**src/rtl/transfer_pkg.sv**
```systemverilog
// Shared constants and helpers for the transfer register.
// Lane width and lowest-active-lane search.
package transfer_pkg;

   localparam int BYTE_W    = 8;
   localparam int MAX_LANES = 32;

   // Index of the lowest set bit in v; 0 when none is set.
   function automatic int lowest_lane(input logic [MAX_LANES-1:0] v);
      int idx;
      idx = 0;
      for (int i = MAX_LANES - 1; i >= 0; i--) begin
         if (v[i]) idx = i;
      end
      return idx;
   endfunction

endpackage

```
**src/rtl/transfer_reg_v2_if.sv**
```systemverilog
// Bus bundle for transfer_reg_v2: system, transfer and address buses.
// Adds the swap strobe when TRANSFER_REG_SHADOW_EN is defined.
interface transfer_reg_v2_if
   import transfer_pkg::*;
#(
   parameter int WIDTH = 16
);
   localparam int BYTES = WIDTH / BYTE_W;

   logic [BYTE_W-1:0] main_in;
   logic [BYTE_W-1:0] main_out;
   logic              main_oe;
   logic [WIDTH-1:0]  xfer_in;
   logic [WIDTH-1:0]  xfer_out;
   logic              xfer_oe;
   logic [WIDTH-1:0]  addr_out;
   logic              addr_oe;
   logic [BYTES-1:0]  ld_byte_n;
   logic [BYTES-1:0]  rd_byte_n;
   logic              ld_xfer_n;
   logic              a_xfer_n;
   logic              a_addr_n;
   logic              inc;
   logic              dec;
   logic [WIDTH-1:0]  q;
   logic              err;
`ifdef TRANSFER_REG_SHADOW_EN
   logic              swap;
`endif

   modport master (
      output main_in, xfer_in, ld_byte_n, rd_byte_n,
      output ld_xfer_n, a_xfer_n, a_addr_n, inc, dec,
`ifdef TRANSFER_REG_SHADOW_EN
      output swap,
`endif
      input  main_out, main_oe, xfer_out, xfer_oe,
      input  addr_out, addr_oe, q, err
   );

   modport slave (
      input  main_in, xfer_in, ld_byte_n, rd_byte_n,
      input  ld_xfer_n, a_xfer_n, a_addr_n, inc, dec,
`ifdef TRANSFER_REG_SHADOW_EN
      input  swap,
`endif
      output main_out, main_oe, xfer_out, xfer_oe,
      output addr_out, addr_oe, q, err
   );

endinterface

```
**src/rtl/xfer_byte_lane.sv**
```systemverilog
// One 8-bit lane of the transfer register.
// Loads d_i when ld_i, otherwise holds; drives rd_o only when selected.
module xfer_byte_lane
   import transfer_pkg::*;
(
   input  logic              clk,
   input  logic              rst,
   input  logic              ld_i,
   input  logic [BYTE_W-1:0] d_i,
   input  logic              sel_i,
   output logic [BYTE_W-1:0] q_o,
   output logic [BYTE_W-1:0] rd_o
);

   logic [BYTE_W-1:0] byte_q;
   logic [BYTE_W-1:0] byte_d;

   // Next lane value: load or hold.
   always_comb begin
      byte_d = byte_q;
      if (ld_i) byte_d = d_i;
   end

   // Lane storage with synchronous reset.
   always_ff @(posedge clk) begin
      if (rst) byte_q <= '0;
      else     byte_q <= byte_d;
   end

   assign q_o  = byte_q;
   assign rd_o = sel_i ? byte_q : '0;

endmodule

```
**src/rtl/transfer_reg_v2.sv**
```systemverilog
// Byte-addressable transfer register with inc/dec and bus drivers.
// Optional shadow register and swap under TRANSFER_REG_SHADOW_EN.
module transfer_reg_v2
   import transfer_pkg::*;
#(
   parameter int WIDTH = 16
)(
   input  logic             clk,
   input  logic             rst,
   transfer_reg_v2_if.slave bus
);

   localparam int BYTES = WIDTH / BYTE_W;

   logic [WIDTH-1:0]             q_w;
   logic [WIDTH-1:0]             step_v;
   logic [WIDTH-1:0]             lane_d;
   logic [BYTES-1:0]             lane_ld;
   logic [BYTES-1:0]             lane_sel;
   logic [BYTES-1:0][BYTE_W-1:0] lane_rd;
   logic [BYTES-1:0]             rd_low;
   logic [BYTES-1:0]             ld_low;
   logic [MAX_LANES-1:0]         rd_vec;
   int                           rd_idx;
   logic                         multi_rd;
   logic                         err_q;
   logic                         err_d;
   logic [BYTE_W-1:0]            main_v;
`ifdef TRANSFER_REG_SHADOW_EN
   logic [WIDTH-1:0]             shadow_q;
   logic [WIDTH-1:0]             shadow_d;
`endif

   assign rd_low = ~bus.rd_byte_n;
   assign ld_low = ~bus.ld_byte_n;

   // Pick the lowest active read lane for the system bus.
   always_comb begin
      rd_vec = '0;
      rd_vec[BYTES-1:0] = rd_low;
      rd_idx = lowest_lane(rd_vec);
      for (int k = 0; k < BYTES; k++) begin
         lane_sel[k] = rd_low[k] && (rd_idx == k);
      end
   end

   // Up/down step; only used when exactly one of inc/dec is set.
   always_comb begin
      step_v = bus.inc ? q_w + WIDTH'(1) : q_w - WIDTH'(1);
   end

   // Prioritised update: swap > xfer load > byte loads > step > hold.
   always_comb begin
      lane_ld = '0;
      lane_d  = q_w;
`ifdef TRANSFER_REG_SHADOW_EN
      shadow_d = shadow_q;
      if (bus.swap) begin
         lane_ld  = '1;
         lane_d   = shadow_q;
         shadow_d = q_w;
      end else
`endif
      if (!bus.ld_xfer_n) begin
         lane_ld = '1;
         lane_d  = bus.xfer_in;
      end else if (|ld_low) begin
         lane_ld = ld_low;
         lane_d  = {BYTES{bus.main_in}};
      end else if (bus.inc ^ bus.dec) begin
         lane_ld = '1;
         lane_d  = step_v;
      end
   end

   genvar k;
   generate
      for (k = 0; k < BYTES; k++) begin : g_lane
         xfer_byte_lane u_lane (
            .clk   (clk),
            .rst   (rst),
            .ld_i  (lane_ld[k]),
            .d_i   (lane_d[k*BYTE_W +: BYTE_W]),
            .sel_i (lane_sel[k]),
            .q_o   (q_w[k*BYTE_W +: BYTE_W]),
            .rd_o  (lane_rd[k])
         );
      end
   endgenerate

`ifdef TRANSFER_REG_SHADOW_EN
   // Shadow copy, exchanged with q on swap.
   always_ff @(posedge clk) begin
      if (rst) shadow_q <= '0;
      else     shadow_q <= shadow_d;
   end
`endif

   // Sticky bus-conflict detection.
   always_comb begin
      multi_rd = |(rd_low & (rd_low - BYTES'(1)));
      err_d    = err_q | multi_rd | (!bus.ld_xfer_n && !bus.a_xfer_n);
   end

   // Conflict flag holds until reset.
   always_ff @(posedge clk) begin
      if (rst) err_q <= 1'b0;
      else     err_q <= err_d;
   end

   // Merge lane read outputs; at most the selected lane is non-zero.
   always_comb begin
      main_v = '0;
      for (int i = 0; i < BYTES; i++) begin
         main_v = main_v | lane_rd[i];
      end
   end

   assign bus.main_out = main_v;
   assign bus.main_oe  = |rd_low;
   assign bus.xfer_out = q_w;
   assign bus.xfer_oe  = !bus.a_xfer_n;
   assign bus.addr_out = q_w;
   assign bus.addr_oe  = !bus.a_addr_n;
   assign bus.q        = q_w;
   assign bus.err      = err_q;

endmodule

```
**src/flat_wrapper.sv**
```systemverilog
// flat-port wrapper written by rule: the top's interface ports become plain ports
module transfer_reg_v2_flat import transfer_pkg::*;
#(
   parameter int WIDTH = 16
)
  (clk, rst, bus_main_in, bus_xfer_in, bus_ld_byte_n, bus_rd_byte_n, bus_ld_xfer_n, bus_a_xfer_n, bus_a_addr_n, bus_inc, bus_dec, bus_main_out, bus_main_oe, bus_xfer_out, bus_xfer_oe, bus_addr_out, bus_addr_oe, bus_q, bus_err);
  transfer_reg_v2_if #(.WIDTH(WIDTH)) bus_i ();
  input  logic clk;
  input  logic rst;
  input wire logic [$bits(bus_i.main_in)-1:0] bus_main_in;
  input wire logic [$bits(bus_i.xfer_in)-1:0] bus_xfer_in;
  input wire logic [$bits(bus_i.ld_byte_n)-1:0] bus_ld_byte_n;
  input wire logic [$bits(bus_i.rd_byte_n)-1:0] bus_rd_byte_n;
  input wire logic [$bits(bus_i.ld_xfer_n)-1:0] bus_ld_xfer_n;
  input wire logic [$bits(bus_i.a_xfer_n)-1:0] bus_a_xfer_n;
  input wire logic [$bits(bus_i.a_addr_n)-1:0] bus_a_addr_n;
  input wire logic [$bits(bus_i.inc)-1:0] bus_inc;
  input wire logic [$bits(bus_i.dec)-1:0] bus_dec;
  output wire logic [$bits(bus_i.main_out)-1:0] bus_main_out;
  output wire logic [$bits(bus_i.main_oe)-1:0] bus_main_oe;
  output wire logic [$bits(bus_i.xfer_out)-1:0] bus_xfer_out;
  output wire logic [$bits(bus_i.xfer_oe)-1:0] bus_xfer_oe;
  output wire logic [$bits(bus_i.addr_out)-1:0] bus_addr_out;
  output wire logic [$bits(bus_i.addr_oe)-1:0] bus_addr_oe;
  output wire logic [$bits(bus_i.q)-1:0] bus_q;
  output wire logic [$bits(bus_i.err)-1:0] bus_err;
  assign bus_i.main_in = bus_main_in;
  assign bus_i.xfer_in = bus_xfer_in;
  assign bus_i.ld_byte_n = bus_ld_byte_n;
  assign bus_i.rd_byte_n = bus_rd_byte_n;
  assign bus_i.ld_xfer_n = bus_ld_xfer_n;
  assign bus_i.a_xfer_n = bus_a_xfer_n;
  assign bus_i.a_addr_n = bus_a_addr_n;
  assign bus_i.inc = bus_inc;
  assign bus_i.dec = bus_dec;
  assign bus_main_out = bus_i.main_out;
  assign bus_main_oe = bus_i.main_oe;
  assign bus_xfer_out = bus_i.xfer_out;
  assign bus_xfer_oe = bus_i.xfer_oe;
  assign bus_addr_out = bus_i.addr_out;
  assign bus_addr_oe = bus_i.addr_oe;
  assign bus_q = bus_i.q;
  assign bus_err = bus_i.err;
  transfer_reg_v2 #(.WIDTH(WIDTH)) u_core (.clk(clk), .rst(rst), .bus(bus_i));
endmodule
```
**config.mk**
```make
export PLATFORM = sky130hd
export DESIGN_NAME = transfer_reg_v2_flat
export DESIGN_NICKNAME = d
export VERILOG_FILES = /design/src/rtl/transfer_pkg.sv /design/src/rtl/transfer_reg_v2_if.sv /design/src/rtl/xfer_byte_lane.sv /design/src/rtl/transfer_reg_v2.sv /design/src/flat_wrapper.sv
export SDC_FILE = /design/constraint.sdc
export NUM_CORES = 1
export LEC_CHECK = 0
export ABC_AREA = 1
export BUFFER_PORTS_ARGS = -buffer_cell sky130_fd_sc_hd__buf_2
export CAP_MARGIN = 10
export CELL_PAD_IN_SITES_DETAIL_PLACEMENT = 1
export CELL_PAD_IN_SITES_GLOBAL_PLACEMENT = 1
export CORE_UTILIZATION = 32
export CTS_BUF_LIST = sky130_fd_sc_hd__clkbuf_16
export DETAILED_ROUTE_END_ITERATION = 16
export MAX_ROUTING_LAYER = met4
export PLACE_DENSITY_LB_ADDON = 0.1
export SLEW_MARGIN = 25
export SYNTH_ARGS = -nofsm -noshare
export SYNTH_HDL_FRONTEND = slang
export SYNTH_SLANG_ARGS = --single-unit
```
**constraint.sdc**
```tcl
create_clock -name clk -period 1.99 [get_ports clk]
set_input_delay 0.2985 -clock clk [delete_from_list [all_inputs] [get_ports clk]]
set_output_delay 0.2985 -clock clk [all_outputs]
set_load 0.02 [all_outputs]
```
==> summary.txt, run 1 <==
Layout
  – Final nets: 507
  – Area Overhead vs Synth: 27.1%
  – # diodes: 0
  – Share of layout cells above drive strength 1: 0.353
  – Final core occ: 0.431

Timing
  – Final Max Tran Viols: 0
  – Hold Vio Cnt, Final: 0
  – Slew @ Worst Pin: 0.518 ns
  – Period minus WS final: 1.81 ns
  – Final setup viols: 0
  – FMAX: 553 MHz
  – RSZ-0062 raised after global routing: false
  – Final Cycle Share: 0.909
  – Clk_skew: 0.00720 ns
  – Max_slew headroom: 0.655

Synthesis
  – Area of the mapped netlist: 0.00220 mm²
  – Mean area per synthesized cell: 5.95 µm²
  – Post-Syn Instances: 370
  – Syn nets: 420
  – Sequential fraction of the synthesis area: 0.155
  – Number of synthesis warnings: 0
  – Number of distinct library cells after synthesis: 29
  – Yosys reg bits: 17

Power
  – Int Pwr: 0.000989 W
  – Power share of the clock group: 0.235
  – Combinational share of power: 0.533
  – Switching Fraction: 0.436
  – Net Sw Power: 0.000765 W
  – Power Total: 0.00175 W
  – Leakage power: 1.65 nW
  – Register share of total power: 0.232
  – Pwr dens: 627 mW/mm²
  – Worst vdd ir: 0.388 mV

CTS
  – H-tree depth reported by CTS: 1
  – CTS tree: done
  – # hold bufs at CTS: 0
  – Clk buf depth: 2
  – Clock sink count: 17
  – Num CTS Buffers: 3
  – Clock insertion delay at the later pin of the skew report: 0.25 ns
  – CTS clk-pin slew, worst paths: 0.06 ns
  – Root Buffer: clkbuf_16

GRT
  – Initial antenna violation count: 0
  – First-pass GRT wire length: 13000 µm
  – Largest net degree at the start of global routing: 17
  – Vias in the first global route: 2637
  – GRT Resource Usage Total: 0.239
  – GRT overflow: 0

Placed design
  – HPWL Detailed: 7090 µm
  – Port Buf Inserts: 94
  – Placer Congestion: 0.839

Setup path
  – Critical Path Source Type: flip-flop
  – CP required: 2.13 ns
  – CP max FO: 5
  – CP Class: reg -> reg
  – Worst EP arrival: 1.95 ns
  – Worst Setup End Kind: flip-flop

Die
  – Core ar.: 0.00649 mm²
  – I/O pin count: 95
  – Die Span Y: 84.9 µm
  – Std-Cell Rows: 29
  – Initial core utilization: 0.339
  – Die area: 0.00721 mm²
  – Die width: 84.9 µm

Route
  – Vias per cell: 4.98
  – Final ANT Viol Nets: 0
  – Routed wl met2: 4130 µm
  – Via Count: 2653
  – Top Layer Used: met4
  – # DRC: 4
  – WL/cell: 15.8 µm
  – Final WL: 8430 µm
  – Initial drt markers: 77
  – Drt pass-1 iters: 10
  – Wl on met1: 3840 µm
  – Metal3 WL: 269 µm

Flow run
  – Max Cap Violations: 0

Outcome
  – Failing checks: DRC
  – Status: finished, violations left

Worst hold path
  – Hold crit path type: in -> reg
[Yosys cell counts, drive strengths merged]
library cell | instances | area (µm²)
nand3b | 2 | 15.0
nor3 | 3 | 25.0
nand4 | 1 | 6.26
nand2 | 118 | 450
fa | 1 | 20.0
o21ai | 30 | 158
a21oi | 35 | 201
nor2 | 11 | 41.3
buf | 37 | 273
nand3 | 33 | 190
or2 | 14 | 90.1
clkinv | 2 | 7.51
dfxtp | 17 | 340
clkbuf | 3 | 11.3
xor2 | 2 | 17.5
and2 | 1 | 6.26
ha | 14 | 175
inv | 46 | 173
[layout by cell type, fill, tap and decap left out, drive strengths merged]
cell,instances
o21ai,30
nor2,11
ha,14
nand2,118
nor3,3
inv,46
nand4,1
fa,1
a21oi,35
or2,14
clkinv,3
dfxtp,17
nand3b,2
and2,1
clkbuf,3
nand3,33
buf,122
xor2,2
[worst paths after layout]
kind | slack [ns] | to | start | depth (start not counted)
min | 0.22 | u_core.bus.err | rst | 2
min reg2reg | 0.51 | u_core.bus.err | u_core.bus.err | 2
max reg2reg | 0.18 | u_core.g_lane[0].u_lane.q_o[3] | u_core.g_lane[0].u_lane.q_o[2] | 8
max | 0.18 | u_core.g_lane[0].u_lane.q_o[3] | u_core.g_lane[0].u_lane.q_o[2] | 8
[area by class of cell]
cell class | count | area, µm²
clock buffers | 3 | 75.1
repair buffers | 122 | 693
multi-input cells | 265 | 1410
clock inverters | 1 | 5.00
well taps | 77 | 96.3
flip-flops and latches | 17 | 342
fillers | 941 | 3700
inverters | 48 | 180
[power groups by stage]
stage	combinational (W)	sequential (W)	clock, W
after global placement	0.000909	0.000413	0
after detailed placement	0.000926	0.000414	0
after floorplan	0.000596	0.000461	0
after global routing	0.00103	0.000409	0.000434
final	0.000936	0.000406	0.000412
after CTS	0.000931	0.000406	0.000420
[what timing repair did]
| action | CTS | global route |
|---|---|---|
| resized for setup | 0 | 4 |
| endpoints found under the setup margin | 0 | 2 |
| buffers inserted | 0 | 2 |
[sequential cells by signal, indices dropped and copies added (netlist names)]
register                  count
u_core.bus.err                1
u_core.g_lane.u_lane.q_o     16
[metrics by stage]
stage                     cells  setup TNS (ns)  hold WS [ns]  cell area, µm²  worst slack [ns]
after CTS                   531               0         0.213            2770            0.0470
after global routing        533               0         0.214            2800            0.0207
final                       533               0         0.218            2800             0.180
after global placement      527               0         0.468            2690           0.00536
after floorplan             370               0         0.368            2200             0.150
after detailed placement    527          -0.153         0.478            2690           -0.0541
[worst max-delay path, stage by stage (launching register included)]
cell,delay [ns]
dfxtp_1,0.33
ha_1,0.37
or2_4,0.29
and2_1,0.16
or2_0,0.20
nand3_1,0.10
nand2_1,0.09
o21ai_2,0.09
a21oi_2,0.06
[per-layer routing]
layer  vias to the layer above  global-route usage
li1                       1324                   -
met1                      1238               0.297
met2                        77               0.417
met3                        14              0.0243
met4                         0              0.0555
met5                         -                   -
[kinds of logic (layout without fill, tap and decap cells)]
group / Yosys count / in the layout / share of synthesized area
fa+ha+maj: 15 / 15 / 0.0887
flops: 17 / 17 / 0.155
compound gates: 65 / 65 / 0.163
simple gates: 183 / 183 / 0.375
xor+xnor: 2 / 2 / 0.00796
buf+inv: 88 / 174 / 0.211
Note: power is estimated with default switching activity, not from simulation.
==> inputs of run 2 (changes only) <==
- CORE_UTILIZATION: 32 -> 29
- clock period: 1.99 -> 1.6 ns (I/O delays scaled with it)
==> run 2 against run 1 <==
Effect of this change: the flow finishes with violations (setup timing); core utilization up 2.4 points; clock-buffer cell count unchanged; final cell count up 6.2%; wire length up 6.6%; critical path depth unchanged; total power up 40%; critical path type unchanged; critical endpoint unchanged; largest power group unchanged; highest routed layer unchanged.
==> summary.txt, run 2 (synthesis gave the netlist of run 1 again) <==
Layout
  – Area Overhead vs Synth: 50.6%
  – Post-route cell area: 0.00331 mm²
  – Fillers: 992
  – # diodes: 0
  – Max FFs per register: 16
  – FF+latch area: 367 µm²
  – Share of layout cells above drive strength 1: 0.518
  – Final core occ: 0.455
  – Multi-input gate area: 0.00175 mm²
  – Most common cell after layout, fill and taps aside: nand2_1
  – Fin cells: 566
  – Commonest non-fill, non-tap cells in the layout: nand2_1 (95), buf_2 (93), inv_1 (39)
  – Final nets: 518

Route
  – Vias per cell: 4.74
  – Initial drt markers: 105
  – WL/cell: 15.9 µm
  – Drt pass-1 iters: 4
  – Final ANT Viol Nets: 0
  – Final WL: 8990 µm
  – # DRC: 0
  – Via Count: 2681

Setup path
  – CP required: 1.74 ns
  – Slowest stage cell, crit path: dfxtp_4
  – CP max FO: 4
  – Cell family with the largest share of critical-path delay: simple AND/OR/NAND/NOR gates
  – Buf+Inv Stages, Crit Path: 0
  – R2R setup slack: -0.07 ns
  – CP Class: reg -> reg
  – CP peak stage delay: 0.36 ns
  – Critical Path Source Type: flip-flop
  – Worst EP arrival: 1.81 ns
  – Worst Setup End Kind: flip-flop
  – CP Cell Sequence: ha_4 > or2_4 > and2_4 > or2_0 > nand3_1 > nand2_1 > o21ai_2 > a21oi_2

GRT
  – Vias in the first global route: 2633
  – Initial antenna violation count: 0
  – GRT Resource Usage Total: 0.240
  – Largest net degree at the start of global routing: 19
  – First-pass GRT wire length: 13600 µm
  – GRT overflow: 0

CTS
  – Clk buf depth: 2
  – Root Buffer: clkbuf_16
  – CTS clk-pin slew, worst paths: 0.06 ns
  – H-tree depth reported by CTS: 1
  – Num CTS Buffers: 3
  – CTS tree: done
  – Clock insertion delay at the later pin of the skew report: 0.26 ns
  – Clock sink count: 17

Timing
  – Max_slew headroom: 0.648
  – Final Cycle Share: 1.04
  – Final Max Tran Viols: 0
  – Hold Vio Cnt, Final: 0
  – Setup WS post-layout: -0.0704 ns
  – Slew @ Worst Pin: 0.527 ns
  – FMAX: 599 MHz
  – Period minus WS final: 1.67 ns
  – RSZ-0062 raised after global routing: true
  – Final setup viols: 8
  – Clk_skew: 0.00521 ns

Placed design
  – HPWL Detailed: 7230 µm
  – Cell Area, Placed: 0.00286 mm²
  – Placer Congestion: 0.808
  – Port Buf Inserts: 94
  – DP Cell Count: 560

Power
  – Power Total: 0.00246 W
  – Pwr dens: 743 mW/mm²
  – Worst vdd ir: 0.513 mV
  – Leakage power: 1.73 nW

Die
  – Die Span Y: 89.1 µm
  – I/O pin count: 95
  – Die width: 89.1 µm
  – Die area: 0.00794 mm²
  – Core ar.: 0.00729 mm²
  – Initial core utilization: 0.302
  – Std-Cell Rows: 31

Worst hold path
  – Hold crit path type: in -> reg

Outcome
  – Failing checks: setup timing
  – Status: finished, violations left

Flow run
  – Max Cap Violations: 0
-- run 2: layer usage --
layer  wire length (µm)  vias to the layer above  global-route usage
met2               4710                       69               0.430
met5                  0                        -                   -
li1                   -                     1346                   -
met1               3920                     1259               0.287
met3                261                        7              0.0249
met4                 88                        0              0.0592
-- run 2: final timing paths --
path / from / to / depth (start not counted)
worst max register to register: u_core.g_lane[0].u_lane.q_o[2] / u_core.g_lane[0].u_lane.q_o[3] / 8
worst min-delay path: rst / u_core.bus.err / 2
worst min register to register: u_core.bus.err / u_core.bus.err / 2
worst max-delay path: u_core.g_lane[0].u_lane.q_o[2] / u_core.g_lane[0].u_lane.q_o[3] / 8
-- run 2: cell type report --
class                           count  area share
Clock buffer                        3      0.0227
Timing Repair Buffer              133       0.245
Inverter                           48      0.0562
Multi-Input combinational cell    265       0.527
Tap cell                           99      0.0374
Sequential cell                    17       0.111
Clock inverter                      1     0.00151
-- run 2: what timing repair did --
item	in CTS	in global routing
buffers inserted	0	2
gates resized for setup	50	29
pin swaps	15	7
hold buffers	0	0
setup endpoints to repair	13	13
-- run 2: through the flow --
step | TNS (ns) | setup slack (ns) | hold WS, ns
floorplan | -0.656 | -0.101 | 0.309
global placement | -3.95 | -0.397 | 0.413
detailed placement | -4.57 | -0.425 | 0.420
CTS | -0.396 | -0.0824 | 0.149
global route | -1.38 | -0.158 | 0.157
finish | -0.299 | -0.0704 | 0.149
-- run 2: worst register-to-register path: stages, from the launching register on --
cell,delay (ns)
dfxtp_4,0.36
ha_4,0.25
or2_4,0.27
and2_4,0.16
or2_0,0.19
nand3_1,0.11
nand2_1,0.07
o21ai_2,0.08
a21oi_2,0.06
-- run 2: power breakdown --
| group | internal (W) | switching [W] |
|---|---|---|
| logic | 0.000580 | 0.000826 |
| registers | 0.000470 | 0.0000522 |
| clock network | 0.000336 | 0.000197 |
==> inputs of run 3 (changes only) <==
- CELL_PAD_IN_SITES_DETAIL_PLACEMENT: 1 -> default
- CELL_PAD_IN_SITES_GLOBAL_PLACEMENT: 1 -> default
- CORE_MARGIN: default -> 1.5
- CORE_UTILIZATION: 29 -> 44
- PLACE_DENSITY: default -> 0.78
- PLACE_DENSITY_LB_ADDON: 0.1 -> default
- TNS_END_PERCENT: default -> 1
==> run 3 against run 2 <==
Effect of this change: clock power fell by 1%; largest power group unchanged; the run still ends with setup timing left; core utilization is 20 points higher; non-clock buffer count grew 4; register-to-register slack improved by 0.02 ns.
==> summary.txt, run 3 (synthesis gave the netlist of run 1 again) <==
Outcome
  – Status: finished, violations left
  – Failing checks: setup timing

Timing
  – Slew @ Worst Pin: 0.482 ns
  – Final Max Tran Viols: 0
  – Final setup viols: 6
  – Period minus WS final: 1.65 ns
  – RSZ-0062 raised after global routing: true
  – Setup WS post-layout: -0.0536 ns
  – FMAX: 605 MHz
  – Minimum hold slack: 0.150 ns
  – Hold Vio Cnt, Final: 0
  – Clk_skew: 0.00431 ns
  – Final Cycle Share: 1.03
  – Max_slew headroom: 0.678

Die
  – Std-Cell Rows: 25
  – I/O pin count: 95
  – Die area: 0.00544 mm²
  – Die Span Y: 73.7 µm
  – Core ar.: 0.00479 mm²
  – Initial core utilization: 0.460
  – Die width: 73.7 µm

Power
  – Leakage power: 1.72 nW
  – Pwr dens: 750 mW/mm²
  – Worst vdd ir: 0.400 mV

Placed design
  – HPWL Detailed: 5790 µm
  – Port Buf Inserts: 94
  – Placer Congestion: 0.914

Setup path
  – CP Class: reg -> reg
  – Critical Path Source Type: flip-flop
  – CP required: 1.74 ns
  – Worst EP arrival: 1.79 ns
  – Slowest stage cell, crit path: dfxtp_1
  – CP Cell Sequence: ha_4 > nand2_1 > inv_2 > a21oi_2 > nand2_2 > or2_1 > nand3_1 > nand2_1 > o21ai_2 > a21oi_1
  – Worst Setup End Kind: flip-flop
  – CP max FO: 5
  – CP peak stage delay: 0.41 ns
  – Cell mode on critical path: nand2_1

Layout
  – Area Overhead vs Synth: 41.5%
  – Share of layout cells above drive strength 1: 0.444
  – Final nets: 522
  – # diodes: 0
  – Final core occ: 0.651
  – Most common cell after layout, fill and taps aside: nand2_1
  – Max FFs per register: 16
  – Commonest non-fill, non-tap cells in the layout: nand2_1 (108), buf_2 (93), buf_4 (43)

GRT
  – Initial antenna violation count: 0
  – GRT Resource Usage Total: 0.289
  – Largest net degree at the start of global routing: 17
  – First-pass GRT wire length: 11500 µm
  – GRT overflow: 0
  – Vias in the first global route: 2491

CTS
  – CTS clk-pin slew, worst paths: 0.06 ns
  – Clock sink count: 17
  – Clk buf depth: 2
  – Root Buffer: clkbuf_16
  – CTS tree: done
  – Num CTS Buffers: 3
  – Clock insertion delay at the later pin of the skew report: 0.26 ns
  – H-tree depth reported by CTS: 1
  – # hold bufs at CTS: 0

Route
  – Final ANT Viol Nets: 0
  – WL/cell: 13.8 µm
  – Via Count: 2715
  – Drt pass-1 iters: 5
  – Vias per cell: 5.05
  – Final WL: 7420 µm
  – Initial drt markers: 201
  – # DRC: 0

Worst hold path
  – Hold crit path type: in -> reg

Flow run
  – Max Cap Violations: 0
## run 3: changes by cell type in the layout (fill, tap and decap cells not counted), sizes merged
cell | previous run | this run
buf | 133 | 137
## run 3: power breakdown
group	leakage, nW	internal, W	switching (W)	total, W
Combinational	1.54	0.000538	0.000754	0.00129
Clock	0.0409	0.000336	0.000190	0.000526
Sequential	0.143	0.000468	0.0000483	0.000516
Total	1.72	0.00134	0.000993	0.00233
## run 3: repair_timing
item | in CTS | in global routing
gates resized for setup | 25 | 11
setup endpoints to repair | 13 | 14
buffers inserted | 1 | 0
pin swaps | 8 | 4
## run 3: worst paths after layout
path,from,endpoint,slack [ns],cells past startpoint
worst max-delay path,u_core.g_lane[0].u_lane.q_o[5],u_core.g_lane[0].u_lane.q_o[7],-0.05,10
worst min-delay path,rst,u_core.bus.err,0.15,2
worst max register to register,u_core.g_lane[0].u_lane.q_o[5],u_core.g_lane[0].u_lane.q_o[7],-0.05,10
worst min register to register,u_core.bus.err,u_core.bus.err,0.52,2
## run 3: layout make-up
cell class / count / area [µm²]
clock buffers: 3 / 75.1
clock inverters: 1 / 5.00
repair buffers: 137 / 808
flip-flops and latches: 17 / 347
inverters: 48 / 184
fillers: 454 / 1670
well taps: 67 / 83.8
multi-input cells: 265 / 1610
## run 3: routing by layer
layer,track usage,part of all wire
met1,0.336,0.41
met3,0.0508,0.065
met5,-,0
met2,0.484,0.49
met4,0.128,0.039
## run 3: metrics by stage
| step | area, µm² | total power, W | worst slack (ns) | instances | setup TNS [ns] |
|---|---|---|---|---|---|
| after floorplan | 2220 | 0.00132 | -0.102 | 370 | -0.786 |
| after detailed placement | 2820 | 0.00168 | -0.371 | 533 | -4.06 |
| after global placement | 2820 | 0.00166 | -0.340 | 533 | -3.52 |
| after global routing | 3110 | 0.00249 | -0.165 | 538 | -1.55 |
| final | 3110 | 0.00233 | -0.0536 | 538 | -0.183 |
| after CTS | 3080 | 0.00229 | -0.0319 | 538 | -0.143 |
## run 3: worst max-delay path: cells and delay by family, from the launching register on
kind / cells / cell delay, ns
AO/OA/AOI/OAI: 3 / 0.27
adder cells (fa/ha/maj): 1 / 0.25
buffers and inverters: 1 / 0.05
flip-flops: 1 / 0.41
AND/OR/NAND/NOR: 5 / 0.56
